### config.mk
export PLATFORM = sky130hd
export DESIGN_NAME = uart_tx_buffered
export DESIGN_NICKNAME = d
export VERILOG_FILES = /design/src/rtl/uart_pkg.sv /design/src/rtl/sync_fifo.sv /design/src/rtl/uart_tx_buffered.sv
export SDC_FILE = /design/constraint.sdc
export NUM_CORES = 1
export LEC_CHECK = 0
export ABC_AREA = 0
export CORE_ASPECT_RATIO = 0.75
export CORE_MARGIN = 2
export CORE_UTILIZATION = 35
export DETAILED_ROUTE_END_ITERATION = 8
export DONT_BUFFER_PORTS = 1
export GPL_TIMING_DRIVEN = 0
export SLEW_MARGIN = 20
export SYNTH_ARGS = -nofsm -noshare
export SYNTH_HDL_FRONTEND = slang
export SYNTH_SLANG_ARGS = --single-unit
### constraint.sdc
create_clock -name clk -period 2.65 [get_ports clk]
set_input_delay 0.265 -clock clk [delete_from_list [all_inputs] [get_ports clk]]
set_output_delay 0.265 -clock clk [all_outputs]
set_load 0.1 [all_outputs]
### src/rtl/uart_pkg.sv
// Shared types and helpers for the buffered UART transmitter.
package uart_pkg;

  typedef enum logic [1:0] {PARITY_NONE, PARITY_EVEN, PARITY_ODD} parity_mode_e;

  typedef enum logic [2:0] {IDLE, START, DATA, PARITY, STOP} tx_state_e;

  function automatic int unsigned baud_div(input int unsigned clk_hz, input int unsigned baud);
    return (baud == 0) ? 0 : clk_hz / baud;
  endfunction

endpackage

### src/rtl/sync_fifo.sv
// Single-clock FIFO with show-ahead read: pop_data is the head whenever not empty.
module sync_fifo #(
  parameter int unsigned WIDTH = 8,
  parameter int unsigned DEPTH = 8
) (
  input  logic                           clk,
  input  logic                           reset_n,
  input  logic                           push,
  input  logic [WIDTH-1:0]               push_data,
  input  logic                           pop,
  output logic [WIDTH-1:0]               pop_data,
  output logic                           full,
  output logic                           empty,
  output logic [$clog2(DEPTH+1)-1:0]     count
);
  localparam int unsigned PTR_W = $clog2(DEPTH);
  localparam int unsigned CNT_W = $clog2(DEPTH+1);

  logic [WIDTH-1:0] mem [DEPTH];
  logic [PTR_W-1:0] wr_ptr, rd_ptr;
  logic             do_push, do_pop;

  assign full     = (count == CNT_W'(DEPTH));
  assign empty    = (count == '0);
  assign do_push  = push && !full;
  assign do_pop   = pop && !empty;
  assign pop_data = mem[rd_ptr];

  // Storage is left unreset so it can map onto plain register files.
  always_ff @(posedge clk) begin
    if (do_push) mem[wr_ptr] <= push_data;
  end

  always_ff @(posedge clk or negedge reset_n) begin
    if (!reset_n) begin
      wr_ptr <= '0;
      rd_ptr <= '0;
      count  <= '0;
    end else begin
      if (do_push) wr_ptr <= wr_ptr + 1'b1;
      if (do_pop)  rd_ptr <= rd_ptr + 1'b1;
      case ({do_push, do_pop})
        2'b10:   count <= count + 1'b1;
        2'b01:   count <= count - 1'b1;
        default: count <= count;
      endcase
    end
  end

endmodule

### src/rtl/uart_tx_buffered.sv
// Buffered UART transmitter: FIFO-fed, configurable 5..9 data bits, parity, 1/2 stop bits,
// frames sent back-to-back with no idle gap.
module uart_tx_buffered
  import uart_pkg::*;
#(
  parameter int unsigned  CLK_FREQUENCY = 50_000_000,
  parameter int unsigned  BAUD_RATE     = 115_200,
  parameter int unsigned  DATA_BITS     = 8,
  parameter parity_mode_e PARITY_MODE   = PARITY_NONE,
  parameter int unsigned  STOP_BITS     = 1,
  parameter int unsigned  FIFO_DEPTH    = 8
) (
  input  logic                              clk,
  input  logic                              reset_n,
  input  logic [DATA_BITS-1:0]              data_to_transmit,
  input  logic                              request_to_send,
  output logic                              ready,
  output logic                              transmitted_bit,
  output logic                              busy,
  output logic [$clog2(FIFO_DEPTH+1)-1:0]   fifo_count
);
  localparam int unsigned BAUD_DIV = baud_div(CLK_FREQUENCY, BAUD_RATE);
  localparam int unsigned BAUD_W   = (BAUD_DIV < 2) ? 1 : $clog2(BAUD_DIV);
  localparam int unsigned BIT_W    = $clog2(DATA_BITS);

  if (BAUD_DIV < 2) begin : g_bad_baud
    $error("uart_tx_buffered: CLK_FREQUENCY/BAUD_RATE must be at least 2");
  end
  if (DATA_BITS < 5 || DATA_BITS > 9) begin : g_bad_data
    $error("uart_tx_buffered: DATA_BITS must be 5..9");
  end
  if (STOP_BITS < 1 || STOP_BITS > 2) begin : g_bad_stop
    $error("uart_tx_buffered: STOP_BITS must be 1 or 2");
  end
  if (FIFO_DEPTH < 2 || (FIFO_DEPTH & (FIFO_DEPTH - 1)) != 0) begin : g_bad_depth
    $error("uart_tx_buffered: FIFO_DEPTH must be a power of two >= 2");
  end

  localparam logic [BAUD_W-1:0] BAUD_LAST = BAUD_W'(BAUD_DIV - 1);
  localparam logic [BIT_W-1:0]  DATA_LAST = BIT_W'(DATA_BITS - 1);
  localparam logic [BIT_W-1:0]  STOP_LAST = BIT_W'(STOP_BITS - 1);

  tx_state_e              state;
  logic [BAUD_W-1:0]      baud_cnt;
  logic [BIT_W-1:0]       bit_cnt;
  logic [DATA_BITS-1:0]   shreg;
  logic [DATA_BITS-1:0]   head;
  logic                   par_acc;
  logic                   full, empty, pop, bit_end, last_stop;

  sync_fifo #(.WIDTH(DATA_BITS), .DEPTH(FIFO_DEPTH)) u_fifo (
    .clk       (clk),
    .reset_n   (reset_n),
    .push      (request_to_send),
    .push_data (data_to_transmit),
    .pop       (pop),
    .pop_data  (head),
    .full      (full),
    .empty     (empty),
    .count     (fifo_count)
  );

  assign ready     = !full;
  assign bit_end   = (baud_cnt == BAUD_LAST);
  assign last_stop = (bit_cnt == STOP_LAST);
  // Pop either from idle or on the very last stop-bit cycle, so the next start bit abuts.
  assign pop = !empty && ((state == IDLE) || (state == STOP && bit_end && last_stop));

  always_ff @(posedge clk or negedge reset_n) begin
    if (!reset_n) begin
      state           <= IDLE;
      baud_cnt        <= '0;
      bit_cnt         <= '0;
      shreg           <= '0;
      par_acc         <= 1'b0;
      transmitted_bit <= 1'b1;
      busy            <= 1'b0;
    end else begin
      if (state != IDLE) baud_cnt <= bit_end ? '0 : baud_cnt + 1'b1;
      case (state)
        IDLE: begin
          if (!empty) begin
            state           <= START;
            transmitted_bit <= 1'b0;
            busy            <= 1'b1;
            shreg           <= head;
          end
        end
        START: begin
          if (bit_end) begin
            state           <= DATA;
            bit_cnt         <= '0;
            transmitted_bit <= shreg[0];
            par_acc         <= shreg[0];
            shreg           <= shreg >> 1;
          end
        end
        DATA: begin
          if (bit_end) begin
            if (bit_cnt == DATA_LAST) begin
              bit_cnt <= '0;
              if (PARITY_MODE == PARITY_NONE) begin
                state           <= STOP;
                transmitted_bit <= 1'b1;
              end else begin
                state           <= PARITY;
                transmitted_bit <= (PARITY_MODE == PARITY_ODD) ? ~par_acc : par_acc;
              end
            end else begin
              bit_cnt         <= bit_cnt + 1'b1;
              transmitted_bit <= shreg[0];
              par_acc         <= par_acc ^ shreg[0];
              shreg           <= shreg >> 1;
            end
          end
        end
        PARITY: begin
          if (bit_end) begin
            state           <= STOP;
            transmitted_bit <= 1'b1;
          end
        end
        STOP: begin
          if (bit_end) begin
            if (last_stop) begin
              bit_cnt <= '0;
              if (!empty) begin
                state           <= START;
                transmitted_bit <= 1'b0;
                shreg           <= head;
              end else begin
                state <= IDLE;
                busy  <= 1'b0;
              end
            end else begin
              bit_cnt <= bit_cnt + 1'b1;
            end
          end
        end
        default: state <= IDLE;
      endcase
    end
  end

endmodule

## Word level (Yosys, flattened, before mapping)

Memories as Yosys holds them, arrays and structs flattened.
Cells that the tools add are included.

| storage, ports and cells | value |
|---|---|
| bits of input ports | 11 |
| memories | 1 |
| RAM bits | 64 |
| bits in registers | 35 |

Memory list:

| memory | words | width | read ports | clocked after memory_dff | write ports | line | source |
|---|---|---|---|---|---|---|---|
| u_fifo.mem | 8 | 8 | 1 | 0 | 1 | sync_fifo.sv:19 | `logic [WIDTH-1:0] mem [DEPTH];` |

| cells by class | value |
|---|---|
| reductions and logical operators | 22 |
| add/subtract/negate cells | 6 |
| muxes and demuxes | 39 |
| eq/ne operators | 18 |

Operators by type and width:

| operator | count |
|---|---|
| 8-bit 2-to-1 mux | 6 |
| 3-bit 2-to-1 mux | 12 |
| 8-bit one-hot mux with 4 select lines | 1 |
| 2-bit != test (second input constant) | 9 |
| 3-bit one-hot mux with 5 select lines | 1 |
| 1-bit 2-to-1 mux | 14 |
| 6-bit AND reduction | 2 |
| 3-bit by 1-bit adder with 3-bit output (second input constant) | 3 |
| 9-bit by 1-bit adder with 9-bit output (second input constant) | 1 |
| 9-bit == test (second input constant) | 1 |
| 9-bit 2-to-1 mux | 1 |
| 3-bit one-hot mux with 3 select lines | 1 |
| 4-bit one-hot mux with 2 select lines | 1 |
| 7-bit AND reduction | 1 |
| 3-bit by 2-bit == test with 1-bit output (second input constant) | 2 |
| 3-bit == test (second input constant) | 2 |
| 3-bit logical NOT | 2 |
| 3-bit nonzero test | 2 |
| 1-bit logical AND | 5 |
| 1-bit one-hot mux with 5 select lines | 1 |
| 5-bit AND reduction | 1 |
| 5-bit nonzero test | 1 |
| 4-bit by 1-bit adder with 4-bit output (second input constant) | 1 |
| 4-bit == test (second input constant) | 1 |
| other kinds (11) | 13 |

## Logic depth before layout (Yosys ltp)

| depth | value |
|---|---|
| depth in word-level cells | 8 |
| mapped depth | 13 |
| mapped depth without buffers | 13 |

## Hierarchy

A second synthesis with hierarchy kept.

| unflattened totals | value |
|---|---|
| cells, all modules | 305 |
| area, all modules | 4619.4 um^2 |

Modules (own cells, without submodules):

| module | cells an instance | times used | area an instance (um^2) |
|---|---|---|---|
| sync_fifo | 160 | 1 | 3134.3 |
| uart_tx_buffered | 145 | 1 | 1485.2 |

## Worst setup path before layout

OpenSTA, ideal clock, no wires.

| timing | value |
|---|---|
| path type | reg-to-reg |
| from | register u_fifo.count[1] |
| to | memory u_fifo.mem[0][0] (enable) |
| buffers on the path | 1 |
| required time | 2255 ps |
| cell stages (with the launch flop) | 6 |
| library setup time | 395 ps |
| slack | -937 ps |
| data arrival time | 3193 ps |
| path through | dfrtp_1 buf_6 nor3_1 nand2_1 nand2_1 nor4_1 |

| between the ends | value |
|---|---|
| longest elaborated chain between the ends | 5 |

RTL lines:

| item | line | source |
|---|---|---|
| from (decl) | sync_fifo.sv:14 | `output logic [$clog2(DEPTH+1)-1:0] count` |
| from (signal assigned) | sync_fifo.sv:43 | `2'b10: count <= count + 1'b1;` |
| from (signal assigned) | sync_fifo.sv:44 | `2'b01: count <= count - 1'b1;` |
| from (signal assigned) | sync_fifo.sv:45 | `default: count <= count;` |
| 4-bit == test | sync_fifo.sv:23 | `assign full = (count == CNT_W'(DEPTH));` |
| 1-bit logical NOT | n/a |  |
| via ready | uart_tx_buffered.sv:17 | `output logic ready,` |
| 1-bit logical AND | sync_fifo.sv:25 | `assign do_push = push && !full;` |
| 1-bit 2-to-1 mux | sync_fifo.sv:31 | `if (do_push) mem[wr_ptr] <= push_data;` |
| 1-bit 2-to-1 mux (not written as such) | sync_fifo.sv:31 |  |
| to (decl) | sync_fifo.sv:19 |  |

The timed path passes the listed nets, and every way through them passes these cells.

## Final worst setup path

| timing | value |
|---|---|
| from | register u_fifo.count[0] |
| to | register u_fifo.count[2] |

| between the ends | value |
|---|---|
| longest elaborated chain between the ends | 6 |
| elaborated cells on any way between the ends | 13 |

RTL lines:

| item | line | source |
|---|---|---|
| 4-bit logical NOT (*) | sync_fifo.sv:24 | `assign empty = (count == '0);` |
| 1-bit logical NOT (*) | sync_fifo.sv:26, uart_tx_buffered.sv:67 |  |
| 1-bit logical AND | uart_tx_buffered.sv:67 | `assign pop = !empty && ((state == IDLE) \|\| (state == STOP && bit_end && last_stop));` |
| 1-bit logical AND (*) | sync_fifo.sv:26 | `assign do_pop = pop && !empty;` |
| via u_fifo.do_pop | sync_fifo.sv:21 | `logic do_push, do_pop;` |
| 2-bit by 1-bit == test with 1-bit output or 2-bit == test (tied branches) | sync_fifo.sv:42 | `case ({do_push, do_pop})` |
| 4-bit one-hot mux with 2 select lines or 2-bit nonzero test (tied branches) | n/a |  |

The timed path passes the listed nets; every way through them passes the cells marked *.
A chain may end at the register's enable or synchronous reset.

==> reports/results.ini <==
[synth]
synthesis.instances = 293
synthesis.yosys.warnings = 0
synth.lib_cells_used.distinct = 57
synth.cells.most_frequent = 64 x sky130_fd_sc_hd__edfxtp_1, 34 x sky130_fd_sc_hd__dfrtp_1, 16 x sky130_fd_sc_hd__mux4_2
synth.largest_area_cell = sky130_fd_sc_hd__edfxtp_1
synthTopCellsByArea = sky130_fd_sc_hd__edfxtp_1 43%, sky130_fd_sc_hd__dfrtp_1 19%, sky130_fd_sc_hd__mux4_2 8.1%
synth_top_cell_area_share_pct = 43.3
ys_seq_area_share_pct = 63.1
mappedNetlistArea_um2 = 4440
total_nets_after_synthesis = 314
yosysMostFrequentCell = sky130_fd_sc_hd__edfxtp_1
synth-seq-cells = 99
synth_edf_count = 64
synth_ff_type = sky130_fd_sc_hd__edfxtp_1
postSynthAreaPerCell_um2 = 15.1
synth_async_sr_flop_share_pct = 35.4

[worst_hold_path]
min-delay-start = data_to_transmit[2]
worst_hold_path.num_cells = 0
min_delay_worst_endpoint = u_fifo.mem[0][2]$_DFFE_PP_
hold_class = input port to flip-flop

[sta]
fin_crit_sh_pct = 102
timing.final.setup_violations = 1
final.setup.tns_ns = -0.0491
clock_skew_ns = 0.00641
period_needed_ns = 2.70
fin_ws_ns = -0.0491
rsz0062_at_grt = true
max-slew-margin-rel_pct = 35.6
report.final.hold_viol_count = 0
finalMaxSlewViolations = 0
max_slew.worst_pin.slew_ns = 0.966
max_clock_freq_mhz = 370

[setup_path]
reg2reg_to = u_fifo.count[2]$_DFFE_PN0P_
crit_slowest_cell = sky130_fd_sc_hd__dfrtp_4
setup.worst_path.class = flip-flop to flip-flop
worstReg2RegStart = u_fifo.count[0]$_DFFE_PN0P_
critical_path.startpoint_type = flip-flop
worst_path_largest_cell_delay_ns = 0.64
cp_cell_sequence = or4_4 > nand3_4 > a2bb2oi_4 > inv_2 > ha_4 > xor2_1 > ha_2 > a21oi_2 > xor2_1 > nor2_1 > xor2_1
required_ns = 2.87
worst-path-max-fanout = 8
cp_top_family = simple AND/OR/NAND/NOR gates
crit_buf_inv = 1
timing.critical_path.to_type = flip-flop
ff2ff_path_depth = 11
timing.reg2reg.setup_slack_ns = -0.05
crit_path_frequent_cell = sky130_fd_sc_hd__xor2_1
critPathArrivalTime_ns = 2.92

[clocking]
numCtsBuffers = 9
worstSkewPairLatency_ns = 0.34
tritoncts = built
h-tree-depth = 3
cts-root-to-sink-buffers = 2
clock_sink_count = 99
clk_transition_reported_paths_ns = 0.07
root_buffer = sky130_fd_sc_hd__clkbuf_16

[power_and_ir_drop]
report.power.total_mw = 5.53
p_leak_nw = 1.88
power.combinational.fraction_pct = 29.6
vdd.ir_drop.worst_v = 0.000587
pwr-share-clk_pct = 24.5
internal_power_mw = 3.65
pwr_density_cell_nw_per_um2 = 1060
power.switching_mw = 1.88
power.switching_fraction_pct = 34.1
share_seq_of_total_power_pct = 45.9

[floorplan]
starting_density_of_the_core_pct = 35.9
chipHeight_um = 102
core_um2 = 12300
die_w_um = 134
std_cell_rows = 35
ios = 18
floorplan.die_area_um2 = 13600

[finish]
post-route-cell-area_um2 = 5210
fill_cells = 1132
finalCoreUtilization_pct = 42.2
fin_nets = 340
layout-area-overhead-vs-synth_pct = 17.4
final_cells = 488
n_antenna_cell = 0
drive_gt1_share_pct = 26.1

[route]
wl_met3_um = 393
met2_length_mm = 3.91
routed_wl_mm = 8.83
maxUsedRoutingLayer = met4
wl_per_cell_um = 18.1
wirelength_met1_mm = 4.43
drcViolationCount = 0
detail_route.first_pass.iterations = 4
detailroute.via_count = 2532
detail_route.iter0.violations = 186
drt-vias-per-instance = 5.19
drt.antenna.violating_nets = 0

[place]
port_buffers = 0
dpl.cell_count = 461
routabilityCongestion = 0.811
place_area_um2 = 4740
placed_wire_length_estimate_mm = 5.79

[status]
failing_checks = setup timing
status = finished, violations left

[grt]
grt_remaining_overflow = 0
groute.usage.overall_pct = 14.0
grt_first_pass_wirelength_mm = 14.2
grt_max_degree = 36
grt_antenna_before_repair = 0
grt_pass1_vias = 2505

[job]
maxCapViolCount = 0

[layer usage]
metal | GRT usage [%] | vias to the layer above
met5 | 0 | -
met4 | 3.97 | 0
met3 | 4.25 | 9
met2 | 19.7 | 52
met1 | 21.0 | 1289
li1 | - | 1182
[area by class of cell]
cell class | count | area [um^2] | share of cell area [%]
plain buffers | 14 | 82.6 | 1.59
clock buffers | 9 | 225 | 4.32
clock inverters | 5 | 78.8 | 1.51
inverters | 9 | 33.8 | 0.649
multi-input cells | 171 | 1630 | 31.3
flip-flops and latches | 99 | 2810 | 54.0
well taps | 166 | 208 | 3.99
repair buffers | 15 | 140 | 2.69
[what timing repair did]
item | 4_1_cts | 5_1_grt
buffers inserted | 3 | 3
resized for setup | 2 | 8
endpoints found under the hold margin | 35 | 8
setup endpoints to repair | 3 | 27
pin swaps | 0 | 1
hold buffers | 2 | 5
[state kept, by name, summed over array words and instances, names as in the netlist]
signal and count:
bit_cnt 3, u_fifo.mem 64, u_fifo.rd_ptr 3, shreg 8, busy 1, state 3, baud_cnt 9, u_fifo.wr_ptr 3
transmitted_bit 1, u_fifo.count 4
[cells by family (layout without fill, tap and decap cells)]
| family | count (synthesis) | after routing | share of synthesized area (%) |
|---|---|---|---|
| fa+ha+maj | 10 | 10 | 2.82 |
| compound gates | 51 | 51 | 8.85 |
| xor+xnor | 15 | 15 | 2.96 |
| buf+inv | 23 | 52 | 2.62 |
| simple gates | 67 | 67 | 8.66 |
| flops | 99 | 99 | 63.1 |
| mux | 28 | 28 | 11.0 |
[layout by cell type, fill, tap and decap left out, types with 8 or more instances in the layout]
cell type and count:
sky130_fd_sc_hd__dfrtp_1 30, sky130_fd_sc_hd__edfxtp_1 64, sky130_fd_sc_hd__a2bb2oi_1 8, sky130_fd_sc_hd__o21ai_0 8, sky130_fd_sc_hd__clkbuf_16 9, sky130_fd_sc_hd__nor2_1 12
sky130_fd_sc_hd__mux2i_1 8, sky130_fd_sc_hd__xnor2_1 8, sky130_fd_sc_hd__buf_4 8, sky130_fd_sc_hd__inv_1 8, sky130_fd_sc_hd__nand2_1 10, sky130_fd_sc_hd__mux4_2 16
[per-stage QoR]
stage / hold slack [ns] / setup slack [ns]
after floorplan: -0.0306 / -0.00855
after global placement: -0.0287 / -0.410
after detailed placement: -0.0295 / -0.167
after CTS: 0.00613 / -0.0829
after global routing: -0.0000671 / -0.177
final: 0.0169 / -0.0491
[power groups by stage]
stage	Clock (mW)	Combinational, mW	Sequential [mW]
after global placement	0	1.50	2.54
after floorplan	0	1.22	2.48
after detailed placement	0	1.56	2.57
after global routing	1.44	1.82	2.59
final	1.35	1.64	2.54
after CTS	1.38	1.61	2.54
[worst max path at each step]
stage               slack, ns                          end  cells after the start                        start
finish                  -0.05  u_fifo.count[2]$_DFFE_PN0P_                     11  u_fifo.count[0]$_DFFE_PN0P_
CTS                     -0.08  u_fifo.count[2]$_DFFE_PN0P_                     11  u_fifo.count[0]$_DFFE_PN0P_
detailed placement      -0.17  u_fifo.count[2]$_DFFE_PN0P_                     11  u_fifo.count[1]$_DFFE_PN0P_
floorplan              -0.009  u_fifo.count[2]$_DFFE_PN0P_                     12  u_fifo.count[1]$_DFFE_PN0P_
global route            -0.18  u_fifo.count[2]$_DFFE_PN0P_                     11  u_fifo.count[0]$_DFFE_PN0P_
global placement        -0.41   u_fifo.mem[4][1]$_DFFE_PP_                      5  u_fifo.count[1]$_DFFE_PN0P_
(Power assumes the default switching activity.)
